## src/rtl/cordic_pkg.sv

```systemverilog
// Shared definitions for the CORDIC MMIO front end: register byte offsets,
// CTRL/STATUS bit positions, mode encodings and the control FSM state type.
package cordic_pkg;

  // Register byte offsets; only bits [5:2] are decoded.
  localparam logic [5:0] ADDR_CTRL   = 6'h00;
  localparam logic [5:0] ADDR_OPA    = 6'h04;
  localparam logic [5:0] ADDR_OPB    = 6'h08;
  localparam logic [5:0] ADDR_RES    = 6'h0C;
  localparam logic [5:0] ADDR_STATUS = 6'h10;

  // CTRL bit positions
  localparam int unsigned CTRL_START      = 0;
  localparam int unsigned CTRL_IS_ROT     = 1;
  localparam int unsigned CTRL_MODE_LSB   = 2;
  localparam int unsigned CTRL_SHIFT_LSB  = 4;
  localparam int unsigned CTRL_IRQ_EN     = 8;
  localparam int unsigned CTRL_AUTO_START = 9;

  // STATUS bit positions
  localparam int unsigned STAT_BUSY    = 0;
  localparam int unsigned STAT_DONE    = 1;
  localparam int unsigned STAT_OVERRUN = 2;
  localparam int unsigned STAT_TIMEOUT = 3;

  // Mode encodings shared with the core
  localparam logic [1:0] CIRCULAR_MODE   = 2'd0;
  localparam logic [1:0] LINEAR_MODE     = 2'd1;
  localparam logic [1:0] HYPERBOLIC_MODE = 2'd2;

  typedef enum logic [1:0] {
    StIdle,
    StLaunch,
    StWait
  } state_e;

  // Packed so that it maps directly onto CTRL[9:1].
  typedef struct packed {
    logic       auto_start;
    logic       irq_en;
    logic [3:0] frac_shift;
    logic [1:0] mode;
    logic       is_rotating;
  } ctrl_t;

endpackage

```

## src/rtl/cordic_mmio.sv

```systemverilog
// Memory-mapped front end for the CORDIC core on the TinyQV peripheral bus.
// Holds operands/config, launches the core with a one-cycle start pulse,
// captures results on the core's done pulse and raises done/interrupt.
// Ports:
//   clk, rst_n (sync, active-low)
//   address/data_in/data_write_n/data_read_n/data_out/data_ready : bus
//   user_interrupt : STATUS.done & CTRL.irq_en
//   cd_start/cd_is_rotating/cd_mode/cd_frac_shift/cd_a/cd_b : to core
//   cd_out1/cd_out2/cd_done : from core
module cordic_mmio
  import cordic_pkg::*;
#(
  parameter int unsigned FIXED_WIDTH = 16,
  parameter int unsigned TIMEOUT     = 31
) (
  input  logic                   clk,
  input  logic                   rst_n,
  input  logic [5:0]             address,
  input  logic [31:0]            data_in,
  input  logic [1:0]             data_write_n,
  input  logic [1:0]             data_read_n,
  output logic [31:0]            data_out,
  output logic                   data_ready,
  output logic                   user_interrupt,
  output logic                   cd_start,
  output logic                   cd_is_rotating,
  output logic [1:0]             cd_mode,
  output logic [3:0]             cd_frac_shift,
  output logic [FIXED_WIDTH-1:0] cd_a,
  output logic [FIXED_WIDTH-1:0] cd_b,
  input  logic [FIXED_WIDTH-1:0] cd_out1,
  input  logic [FIXED_WIDTH-1:0] cd_out2,
  input  logic                   cd_done
);

  // Abort on the last of TIMEOUT cycles spent in WAIT (counter starts at 0).
  localparam logic [4:0] WaitLast = 5'(TIMEOUT - 1);

  state_e                   state_q;
  ctrl_t                    ctrl_q;
  logic [FIXED_WIDTH-1:0]   opa_q, opb_q;
  logic [2*FIXED_WIDTH-1:0] res_q;
  logic                     done_q, overrun_q, timeout_q;
  logic [4:0]               wait_cnt_q;

  logic       wr_en, busy;
  logic [3:0] word;
  logic       sel_ctrl, sel_opa, sel_opb, sel_status;
  logic       start_req, cfg_write;

  assign wr_en      = (data_write_n == 2'b10);
  assign word       = address[5:2];
  assign sel_ctrl   = wr_en && (word == ADDR_CTRL[5:2]);
  assign sel_opa    = wr_en && (word == ADDR_OPA[5:2]);
  assign sel_opb    = wr_en && (word == ADDR_OPB[5:2]);
  assign sel_status = wr_en && (word == ADDR_STATUS[5:2]);
  assign busy       = (state_q != StIdle);
  assign cfg_write  = sel_ctrl || sel_opa || sel_opb;
  assign start_req  = (sel_ctrl && data_in[CTRL_START]) || (sel_opb && ctrl_q.auto_start);

  always_ff @(posedge clk) begin
    if (!rst_n) begin
      state_q    <= StIdle;
      ctrl_q     <= '0;
      opa_q      <= '0;
      opb_q      <= '0;
      res_q      <= '0;
      done_q     <= 1'b0;
      overrun_q  <= 1'b0;
      timeout_q  <= 1'b0;
      wait_cnt_q <= '0;
      cd_start   <= 1'b0;
    end else begin
      cd_start <= 1'b0;

      // Operands and config are frozen while a job runs.
      if (!busy) begin
        if (sel_ctrl) ctrl_q <= ctrl_t'(data_in[9:1]);
        if (sel_opa)  opa_q  <= data_in[FIXED_WIDTH-1:0];
        if (sel_opb)  opb_q  <= data_in[FIXED_WIDTH-1:0];
      end else if (cfg_write) begin
        overrun_q <= 1'b1;
      end

      // W1C first so that a same-cycle set below takes priority.
      if (sel_status && data_in[STAT_DONE])    done_q    <= 1'b0;
      if (sel_status && data_in[STAT_OVERRUN]) overrun_q <= 1'b0;
      if (sel_status && data_in[STAT_TIMEOUT]) timeout_q <= 1'b0;

      unique case (state_q)
        StIdle: begin
          if (start_req) begin
            done_q   <= 1'b0;
            cd_start <= 1'b1;
            state_q  <= StLaunch;
          end
        end
        StLaunch: begin
          wait_cnt_q <= '0;
          state_q    <= StWait;
        end
        StWait: begin
          if (cd_done) begin
            res_q   <= {cd_out2, cd_out1};
            done_q  <= 1'b1;
            state_q <= StIdle;
          end else if (wait_cnt_q == WaitLast) begin
            timeout_q <= 1'b1;
            state_q   <= StIdle;
          end else if (wait_cnt_q != 5'h1f) begin
            wait_cnt_q <= wait_cnt_q + 5'd1;
          end
        end
        default: state_q <= StIdle;
      endcase
    end
  end

  assign cd_is_rotating = ctrl_q.is_rotating;
  assign cd_mode        = ctrl_q.mode;
  assign cd_frac_shift  = ctrl_q.frac_shift;
  assign cd_a           = opa_q;
  assign cd_b           = opb_q;
  assign data_ready     = 1'b1;
  assign user_interrupt = done_q & ctrl_q.irq_en;

  always_comb begin
    data_out = '0;
    case (word)
      ADDR_CTRL[5:2]:   data_out = {22'd0, ctrl_q, 1'b0};
      ADDR_OPA[5:2]:    data_out[FIXED_WIDTH-1:0] = opa_q;
      ADDR_OPB[5:2]:    data_out[FIXED_WIDTH-1:0] = opb_q;
      ADDR_RES[5:2]:    data_out[2*FIXED_WIDTH-1:0] = res_q;
      ADDR_STATUS[5:2]: data_out = {28'd0, timeout_q, overrun_q, done_q, busy};
      default:          data_out = '0;
    endcase
  end

  // Reads have no side effects, so the read strobe is not needed.
  logic unused_bits;
  assign unused_bits = ^{data_read_n, address[1:0], data_in[31:16]};

endmodule
```

## config.mk

```make
export PLATFORM = sky130hd
export DESIGN_NAME = cordic_mmio
export DESIGN_NICKNAME = d
export VERILOG_FILES = /design/src/rtl/cordic_pkg.sv /design/src/rtl/cordic_mmio.sv
export SDC_FILE = /design/constraint.sdc
export NUM_CORES = 1
export LEC_CHECK = 0
export ABC_AREA = 1
export ABC_CLOCK_PERIOD_IN_PS = 1420
export CORE_UTILIZATION = 35
export DETAILED_ROUTE_END_ITERATION = 7
export HOLD_SLACK_MARGIN = 0.08
export PLACE_DENSITY = 0.7
export SKIP_LAST_GASP = 1
export SLEW_MARGIN = 20
export SYNTH_ARGS = -nofsm -noshare
export SYNTH_HDL_FRONTEND = slang
export SYNTH_SLANG_ARGS = --single-unit
```

## constraint.sdc

```tcl
create_clock -name clk -period 1.42 [get_ports clk]
set_input_delay 0.284 -clock clk [delete_from_list [all_inputs] [get_ports clk]]
set_output_delay 0.284 -clock clk [all_outputs]
set_load 0.03 [all_outputs]
```

Yosys cells after proc, flatten, opt, wreduce, memory -nomap -nowiden
Cells that the tools add are included.
{"block": "word_totals", "regBits": 84, "inputBits": 77, "elab_cells": 76, "output_inout_bits": 74}
{"block": "op_classes", "addsub": 1, "reduce_logical": 25, "n_bitwise": 3, "eq_ne": 14, "muxes": 19}
{"operator": "$pmux 16 s5", "count": 1}
{"operator": "$mux 16", "count": 1}
{"operator": "$mux 5", "count": 3}
{"operator": "$reduce_and 2->1", "count": 7}
{"operator": "$pmux 5 s2", "count": 1}
{"operator": "$logic_and 1x1->1", "count": 9}
{"operator": "$eq 4x2->1 const B", "count": 2}
{"operator": "$mux 1", "count": 8}
{"operator": "$ne 2x2->1 const B", "count": 4}
{"operator": "$mux 2", "count": 3}
{"operator": "$pmux 2 s3", "count": 1}
{"operator": "$add 5x1->5 const B", "count": 1}
{"operator": "$eq 5x5->1 const B", "count": 1}
{"operator": "$ne 5x5->1 const B", "count": 1}
{"operator": "$eq 2x2->1 const B", "count": 2}
{"operator": "$eq 4x1->1 const B", "count": 1}
{"operator": "$eq 4x3->1 const B", "count": 1}
{"operator": "$logic_not 4->1", "count": 1}
{"operator": "$reduce_and 4->1", "count": 1}
{"operator": "$reduce_bool 2->1", "count": 2}
{"operator": "$logic_or 1x1->1", "count": 3}
{"operator": "$ne 3x3->1 const B", "count": 1}
{"operator": "$eq 2x1->1 const B", "count": 1}
{"operator": "$logic_not 2->1", "count": 1}
{"operator": "4 further kinds", "count": 5}

Logic depth before layout (Yosys ltp)
Gate-level depths: netlist (run 1).
{"block": "logic_depth", "depth_word": 7, "mapped_depth": 10}

Worst setup path before layout (run 1)
OpenSTA, ideal clock, no wires.
{"block": "synth_path", "kind": "input to output", "start": "in address[5]", "end": "out data_out[5]", "path_buffers": 1, "stages": 4, "arrival_ns": 1.250, "t_required_ns": 1.136, "slack_ns": -0.114, "cell_sequence": "nor2_4 -> nand2_1 -> clkbuf_1 -> o2111ai_1"}
{"block": "synth_between", "elab_chain_len": 2, "elab_cells_between_ends": 6, "classes_between": "eq/ne (4); mux (1); reduce/logical (1)"}
{"element": "start, declared", "line_no": "cordic_mmio.sv:18", "text": "input logic [5:0] address,"}
{"element": "$eq 4x3->1 (tied with other cells)", "line_no": "cordic_mmio.sv:129", "text": "case (word)"}
{"element": "$pmux 16 s5 (*)", "line_no": "cordic_mmio.sv:129"}
{"element": "end, declared", "line_no": "cordic_mmio.sv:22", "text": "output logic [31:0] data_out,"}
Mark *: on every way between the ends. The rest lies on a longest branch, timed or not.

Final worst setup path (run 1)
{"block": "layout_path", "start": "in address[5]", "end": "out data_out[1]"}
Same word-level chain as after synthesis.

==> key figures, run 1 <==
Clock tree
  – H-Tree Level Count: 3
  – TritonCTS clock tree: yes
  – Clk sinks: between 80 and 90
  – Cell chosen for the clock root: sky130_fd_sc_hd__clkbuf_8
  – Number of buffers inserted during clock tree synthesis: 9
  – Worst-skew pair later-pin latency: roughly 0.36 ns
  – Clock transition at the registers of the reported paths: 0.08 ns
  – Maximum number of buffers from clock root to sink: 2
  – Hold buffer count at CTS: 0

Pwr
  – PnR Total Power: 0.00491 W
  – Power density over the cells: around 770 mW/mm2
  – Maximum vdd ir drop: 442 uV
  – Leak pwr: 2.52 nW

Synth
  – Share of synthesized registers carrying an async set or reset: 0%
  – Share of the yosys chip area belonging to registers: 44.7%
  – Adder-Cell Fraction of Synth Area: less than 1%
  – Synthesized instance count: 516
  – Share of synthesized area spent on multiplexers: 0%
  – Most used flip-flop cell after synthesis: sky130_fd_sc_hd__dfxtp_1
  – Post-synth EDFFs: 0
  – Area fraction in compound gates after synthesis: around a fifth
  – Post-synth top cells: sky130_fd_sc_hd__dfxtp_1, sky130_fd_sc_hd__nand2_1, sky130_fd_sc_hd__a21oi_1
  – Main combinational cell family by area after synthesis: simple AND/OR/NAND/NOR gates
  – Most numerous cell in the Yosys netlist: sky130_fd_sc_hd__dfxtp_1
  – Synthesized-area fraction occupied by and/or/nand/nor cells: 21.5%
  – Cell accounting for the most synthesized area: sky130_fd_sc_hd__dfxtp_1
  – Total number of yosys warnings: 0
  – Post-Syn Area: ~0.0038 mm2
  – Synth Net Count: 596
  – Xor and xnor fraction of the mapped netlist area: 0%
  – Avg Synthesized Cell Area: 7.29 um2
  – Count of unique library cells instantiated by Yosys: 30
  – Post-synth top area share: 44.7%
  – Top post-synthesis cells by area: sky130_fd_sc_hd__dfxtp_1, sky130_fd_sc_hd__a21oi_1, sky130_fd_sc_hd__nand2_1, sky130_fd_sc_hd__o21ai_0, sky130_fd_sc_hd__inv_1
  – FF+latch count, synth: 84

Placement
  – Quantity of I/O buffers inserted on ports: between 100 and 150
  – Routability congestion estimate from global placement: slightly below 0.9
  – Post-detail-place hpwl: ~8400 um

STA
  – Fmax: about 570 MHz
  – Hold violation total from the final report: 0
  – Clock Skews: between 0.01 and 0.015 ns
  – Final TNS setup: -6.55 ns
  – Final number of max-transition violations: 0
  – Finish-stage setup viols: 32
  – RSZ-0062 raised after global routing: yes
  – Setup ws final: -0.324 ns
  – Final critical path time including I/O delays and setup: between 1.5 and 2 ns
  – Final critical-path share of the clock period: 123%

Worst setup path
  – Kind of start point of the critical path: input pin
  – Largest driver fanout on the critical path: 5
  – Critical Path Sink Type: output pin
  – Endpoint of the most critical setup path: data_out[1]
  – Number of cells on the worst reg-to-reg path: 9
  – Capture instance of the worst register-to-register path: wait_cnt_q[2]$_SDFFE_PN0P_
  – Critical path's slowest cell: sky130_fd_sc_hd__buf_8
  – Crit Path Class: input pin to output pin
  – Most common cell on crit path: sky130_fd_sc_hd__buf_6
  – Dominant delay contributor by cell family on the critical path: buffers and inverters
  – Required time of the critical path: around 1.1 ns
  – Crit-path cells: buf_6 > nor2_4 > buf_6 > nand3_4 > buf_8 > o22ai_2 > inv_1 > nand4_1 > buf_6
  – Worst flop-to-flop path startpoint: wait_cnt_q[0]$_SDFFE_PN0P_
  – Slowest stage delay, CP: around 0.19 ns
  – WP buf/inv: 5
  – Critical Path AT: about 1.5 ns
  – Worst setup path startpoint: address[5]
  – Cell count along the critical path: 9
  – Minimum setup slack among reg-to-reg paths: around 0.050 ns

Routing
  – Count of antenna-violating nets left after detailed routing: 0
  – Via count of the routed design: around 4200
  – Wirelength, routed: about 13000 um
  – Number of optimization iterations in the first detailed-route pass: 5
  – Iteration-0 DRC Markers: between 200 and 250
  – Mean routed wirelength per cell: approximately 16 um
  – DRC viols: 0
  – Post-DR vias/cell: 5.12

Global route
  – Number of antenna violations at the first check in global routing: 0
  – Peak-usage layer in the global routing report: met2
  – GR met1 Demand/Resource: 29.4%
  – Largest net degree at the start of global routing: 34
  – All-layer global routing usage: a little under a quarter
  – Global-route wire length before repair: about 20000 um
  – Via count of the first global-routing pass: between 4000 and 5000
  – Overflow left after global routing: 0
  – Met2 routing resource usage after global routing: approximately two fifths
  – Routing usage on met3: ~3.4%

Cells and area
  – Layout-stage area growth over the synthesis result: 70.3%
  – Footprint of the multi-input gates: 0.00216 mm2
  – Layout cells sized above 1: ~32%
  – Count of antenna diodes in the layout: 0
  – Total area of sequential cells: approximately 0.0017 mm2
  – Count of fill cells added during filler insertion: between 800 and 900
  – Final-stage net count: 752
  – Utilization after layout: 61.8%

Run status
  – Failing checks: negative setup slack
  – Status: complete, but fails checks

Floorplan
  – I/O pin total: between 150 and 200
  – Initial standard-cell utilization of the core: 36.3%
  – Die Width: between 100 and 150 um
  – Area of the die: ~0.011 mm2
  – Floorplan core area: 0.0104 mm2
  – Die H: roughly 110 um
  – Cell row count: 37

Flow run
  – Number of violations of the max-capacitance limit: 0

Min path
  – Hold Path Class: input pin to register
[how the worst min path moves through the flow]
stage | start | end | slack, ns | cells past startpoint
floorplan | data_in[0] | cd_a[0]$_SDFFE_PN0P_ | 0.42 | 2
global placement | res_q[20]$_SDFFE_PN0P_ | res_q[20]$_SDFFE_PN0P_ | 0.44 | 2
detailed placement | res_q[17]$_SDFFE_PN0P_ | res_q[17]$_SDFFE_PN0P_ | 0.45 | 2
CTS | rst_n | res_q[30]$_SDFFE_PN0P_ | 0.40 | 4
global route | rst_n | cd_a[11]$_SDFFE_PN0P_ | 0.42 | 4
finish | rst_n | res_q[31]$_SDFFE_PN0P_ | 0.42 | 4
[layout by cell type, fill, tap and decap left out, types with 3 or more instances in the layout]
master                            instances
sky130_fd_sc_hd__nand2_2                 14
sky130_fd_sc_hd__inv_1                   54
sky130_fd_sc_hd__o21ai_0                 47
sky130_fd_sc_hd__o21ai_1                 14
sky130_fd_sc_hd__dfxtp_1                 79
sky130_fd_sc_hd__a21oi_2                  3
sky130_fd_sc_hd__buf_4                   25
sky130_fd_sc_hd__o22ai_2                  4
sky130_fd_sc_hd__nand2_8                  3
sky130_fd_sc_hd__nand2_1                 64
sky130_fd_sc_hd__o2111ai_2                3
sky130_fd_sc_hd__buf_12                  13
sky130_fd_sc_hd__inv_2                    5
sky130_fd_sc_hd__dfxtp_2                  4
sky130_fd_sc_hd__clkdlybuf4s15_1         15
sky130_fd_sc_hd__a21oi_1                 67
sky130_fd_sc_hd__dlygate4sd2_1            3
sky130_fd_sc_hd__clkbuf_2                10
sky130_fd_sc_hd__nor2_1                  39
sky130_fd_sc_hd__clkdlybuf4s50_1         51
sky130_fd_sc_hd__nor2_4                  23
sky130_fd_sc_hd__nand4_1                  3
sky130_fd_sc_hd__nand2_4                  9
sky130_fd_sc_hd__clkbuf_8                10
sky130_fd_sc_hd__buf_6                   44
sky130_fd_sc_hd__clkinv_4                 3
sky130_fd_sc_hd__nand3_1                 19
sky130_fd_sc_hd__o221ai_4                 6
sky130_fd_sc_hd__clkdlybuf4s15_2          9
sky130_fd_sc_hd__buf_2                    4
[metal layers]
layer / vias to the layer above / share of wire, %
met5: - / 0
met4: 0 / 2.1
met3: 19 / 6.6
met2: 164 / 51
met1: 1991 / 41
li1: 1987 / -
[flip-flops by register name (all words and copies together) (netlist names)]
| signal | count |
|---|---|
| cd_start | 1 |
| timeout_q | 1 |
| cd_mode | 2 |
| wait_cnt_q | 5 |
| cd_frac_shift | 4 |
| overrun_q | 1 |
| cd_a | 16 |
| ctrl_q | 2 |
| done_q | 1 |
| state_q | 2 |
| cd_is_rotating | 1 |
| res_q | 32 |
| cd_b | 16 |
[report_power, final]
group,switching (W),total [W],internal (W)
clock,0.000922,0.00198,0.00106
combinational,0.000272,0.000550,0.000277
sequential,0.0000127,0.00238,0.00237
total,0.00121,0.00491,0.00370
[per-stage QoR]
| stage | worst slack, ns | std cells | hold WS, ns | instance area (um2) |
|---|---|---|---|---|
| final | -0.324 | 813 | 0.416 | 6410 |
| after global routing | -0.369 | 813 | 0.425 | 6410 |
| after CTS | -0.270 | 812 | 0.400 | 6290 |
| after detailed placement | -0.607 | 775 | 0.445 | 5250 |
| after global placement | -0.580 | 775 | 0.438 | 5250 |
| after floorplan | -0.114 | 516 | 0.419 | 3790 |
[cell type report]
class                           count  area share [%]
Tap cell                          136            2.65
Timing Repair Buffer              177            29.2
Inverter                           64            4.33
Multi-Input combinational cell    335            33.7
Timing Repair inverter              1           0.137
Clock inverter                      6            1.48
Sequential cell                    84            26.4
Clock buffer                       10            2.15
[what timing repair did]
action | in CTS | in global routing
buffers inserted | 16 | 4
endpoints found under the setup margin | 103 | 81
pin swaps | 20 | 32
gates cloned | 5 | 1
gates resized for setup | 225 | 75
[logic make-up (layout without fill, tap and decap cells)]
kind of cell	after synthesis	after routing
and+or+nand+nor	182	183
AOI/OAI and AO/OA	148	148
other	1	1
adders and majority gates	3	3
DFF	84	84
buffers and inverters	98	258
[tightest hold or removal path: stages]
cell and delay [ns]:
sky130_fd_sc_hd__buf_2 0.12, sky130_fd_sc_hd__buf_4 0.19, sky130_fd_sc_hd__o21ai_0 0.08, sky130_fd_sc_hd__a21oi_1 0.04
Note: power is estimated with default switching activity, not from simulation.
==> run 2: changes to the inputs <==
ABC_CLOCK_PERIOD_IN_PS = not set   (was 1420)
CORE_UTILIZATION = 33   (was 35)
PLACE_DENSITY = 0.66   (was 0.7)
==> key figures, run 2 (same netlist as run 1, synthesis figures left out) <==
Run status
  – Status: complete, but fails checks (unchanged)
  – Failing checks: negative setup slack (unchanged)

Min path
  – Cells on Worst Hold Path: 4 (unchanged)
  – Hold Path Class: input pin to register (unchanged)

Worst setup path
  – Crit Path Class: input pin to output pin (unchanged)
  – Number of cells on the worst reg-to-reg path: 9 (unchanged)
  – Largest driver fanout on the critical path: 6 (was 5)
  – Required time of the critical path: 1.14 ns (about the same)
  – Kind of start point of the critical path: input pin (unchanged)
  – Critical Path Sink Type: output pin (unchanged)
  – Critical Path AT: 1.35 ns (was 1.46 ns)

Pwr
  – PnR Total Power: 0.00560 W (was 0.00491 W)
  – Fraction of power spent switching nets: 22.1% (was 24.6%)
  – Logic gate share of total power: 9.6% (was 11.2%)
  – Power density over the cells: 867 mW/mm2 (was 765 mW/mm2)
  – Share of total power in the clock network: 47.9% (was 40.3%)
  – Sequential share of power: 42.5% (was 48.5%)
  – Internal cell power: 0.00436 W (was 0.00370 W)
  – Maximum vdd ir drop: 474 uV (was 442 uV)
  – Leak pwr: 2.60 nW (was 2.52 nW)
  – Net switching power figure: 0.00124 W (was 0.00121 W)

Cells and area
  – Layout-stage area growth over the synthesis result: 71.4% (was 70.3%)
  – Count of antenna diodes in the layout: 0 (unchanged)
  – Post-route cell area: 0.00645 mm2 (was 0.00641 mm2)
  – Utilization after layout: 58.7% (was 61.8%)
  – Commonest non-fill, non-tap cell in the layout: sky130_fd_sc_hd__dfxtp_1 (unchanged)
  – Most flop-heavy register: res_q (unchanged)
  – Number of flip-flops under the largest register name: 32 (unchanged)
  – Most used cells in the layout excluding fill and tap cells: sky130_fd_sc_hd__dfxtp_1, sky130_fd_sc_hd__nand2_1, sky130_fd_sc_hd__a21oi_1 (was sky130_fd_sc_hd__dfxtp_1, sky130_fd_sc_hd__a21oi_1, sky130_fd_sc_hd__nand2_1)
  – Final-stage net count: 754 (was 752)
  – Layout cells sized above 1: 31.4% (was 32.2%)

Floorplan
  – Floorplan core area: 0.0110 mm2 (was 0.0104 mm2)
  – I/O pin total: 151 (unchanged)
  – Initial standard-cell utilization of the core: 34.3% (was 36.3%)
  – Area of the die: 0.0118 mm2 (was 0.0112 mm2)
  – Die Width: 109 um (was 106 um)
  – Cell row count: 38 (was 37)
  – Die H: 109 um (was 106 um)

Clock tree
  – Clk sinks: 84 (unchanged)
  – Worst-skew pair later-pin latency: 0.34 ns (was 0.36 ns)
  – H-Tree Level Count: 3 (unchanged)
  – TritonCTS clock tree: yes (unchanged)
  – Clock transition at the registers of the reported paths: 0.06 ns (was 0.08 ns)
  – Number of buffers inserted during clock tree synthesis: 9 (unchanged)
  – Maximum number of buffers from clock root to sink: 2 (unchanged)
  – Cell chosen for the clock root: sky130_fd_sc_hd__clkbuf_16 (was sky130_fd_sc_hd__clkbuf_8)

Routing
  – Via count of the routed design: 4087 (was 4161)
  – DRC viols: 0 (unchanged)
  – Number of optimization iterations in the first detailed-route pass: 5 (unchanged)
  – Count of antenna-violating nets left after detailed routing: 0 (unchanged)
  – Wirelength, routed: 12700 um (was 13100 um)
  – Iteration-0 DRC Markers: 326 (was 245)
  – Mean routed wirelength per cell: 15.6 um (was 16.1 um)
  – Post-DR vias/cell: 4.99 (was 5.12)

Global route
  – Overflow left after global routing: 0 (unchanged)
  – Largest net degree at the start of global routing: 31 (was 34)
  – Number of antenna violations at the first check in global routing: 0 (unchanged)
  – Global-route wire length before repair: 18700 um (was 20000 um)
  – All-layer global routing usage: 20.6% (was 22.8%)
  – Via count of the first global-routing pass: 3764 (was 4007)

STA
  – Final critical-path share of the clock period: 115% (was 123%)
  – Setup ws final: -0.216 ns (was -0.324 ns)
  – Final critical path time including I/O delays and setup: 1.64 ns (was 1.74 ns)
  – Clock Skews: 0.00811 ns (was 0.0137 ns)
  – Final number of max-transition violations: 0 (unchanged)
  – Finish-stage setup viols: 34 (was 32)
  – Fmax: 611 MHz (was 573 MHz)
  – Hold violation total from the final report: 0 (unchanged)
  – RSZ-0062 raised after global routing: yes (unchanged)

Placement
  – Post-detail-place hpwl: 8160 um (was 8370 um)
  – Quantity of I/O buffers inserted on ports: 129 (unchanged)
  – Placed standard-cell area: 0.00530 mm2 (was 0.00525 mm2)
  – DP Worst Slack: -0.679 ns (was -0.607 ns)
  – Routability congestion estimate from global placement: 0.831 (was 0.882)

Flow run
  – Number of violations of the max-capacitance limit: 0 (unchanged)
-- run 2: power by group through the flow --
stage | clock network, W | registers [W] | logic (W)
3_5_place_dp | 0 | 0.00243 | 0.000433
2_1_floorplan | 0 | 0.00245 | 0.000145
4_1_cts | 0.00272 | 0.00238 | 0.000485
6_report | 0.00268 | 0.00238 | 0.000537
3_3_place_gp | 0 | 0.00243 | 0.000429
5_1_grt | 0.00283 | 0.00238 | 0.000570
-- run 2: repair_timing --
| action | in CTS | in global routing |
|---|---|---|
| endpoints found under the setup margin | 103 | 94 |
| resized for setup | 169 | 103 |
| buffers inserted | 13 | 7 |
| gates cloned | 2 | 3 |
| pin swaps | 12 | 26 |
| hold buffers | 0 | 0 |
-- run 2: final timing paths --
path	from	endpoint	slack (ns)
worst max-delay path	address[5]	data_out[1]	-0.22
worst min-delay path	rst_n	cd_b[12]$_SDFFE_PN0P_	0.42
worst max register to register	wait_cnt_q[1]$_SDFFE_PN0P_	wait_cnt_q[1]$_SDFFE_PN0P_	0
worst min register to register	res_q[1]$_SDFFE_PN0P_	res_q[1]$_SDFFE_PN0P_	0.48
-- run 2: worst max-delay path, cell delays in order --
cell and delay, ns:
sky130_fd_sc_hd__buf_6 0.10, sky130_fd_sc_hd__nor2_4 0.14, sky130_fd_sc_hd__buf_12 0.13, sky130_fd_sc_hd__nand3_4 0.14
sky130_fd_sc_hd__buf_6 0.16, sky130_fd_sc_hd__o22ai_2 0.08, sky130_fd_sc_hd__inv_1 0.05, sky130_fd_sc_hd__nand4_1 0.11
sky130_fd_sc_hd__buf_6 0.15
-- run 2: through the flow --
stage	cells	TNS [ns]	hold WS (ns)
2_1_floorplan	516	-1.80	0.419
3_3_place_gp	781	-35.37	0.438
3_5_place_dp	781	-38.71	0.446
4_1_cts	812	-6.18	0.403
5_1_grt	819	-7.08	0.451
6_report	819	-4.70	0.423
-- run 2: area by class of cell --
cell class                 count  area (um2)
timing repair buffer         180        1820
clock buffer                  10         229
fill                         948        4530
sequential                    84        1690
inverter                      64         260
multi-input combinational    335        2160
clock inverter                 6         111
tap                          140         175
-- run 2: layer usage --
metal	routed length, um	up-vias	share of wire [%]	global-route usage, %
li1	-	2004	-	-
met1	5600	1929	44	26.3
met2	6310	143	50	35.3
met3	712	11	5.6	3.95
met4	123	0	0.97	5.41
met5	0	-	0	0
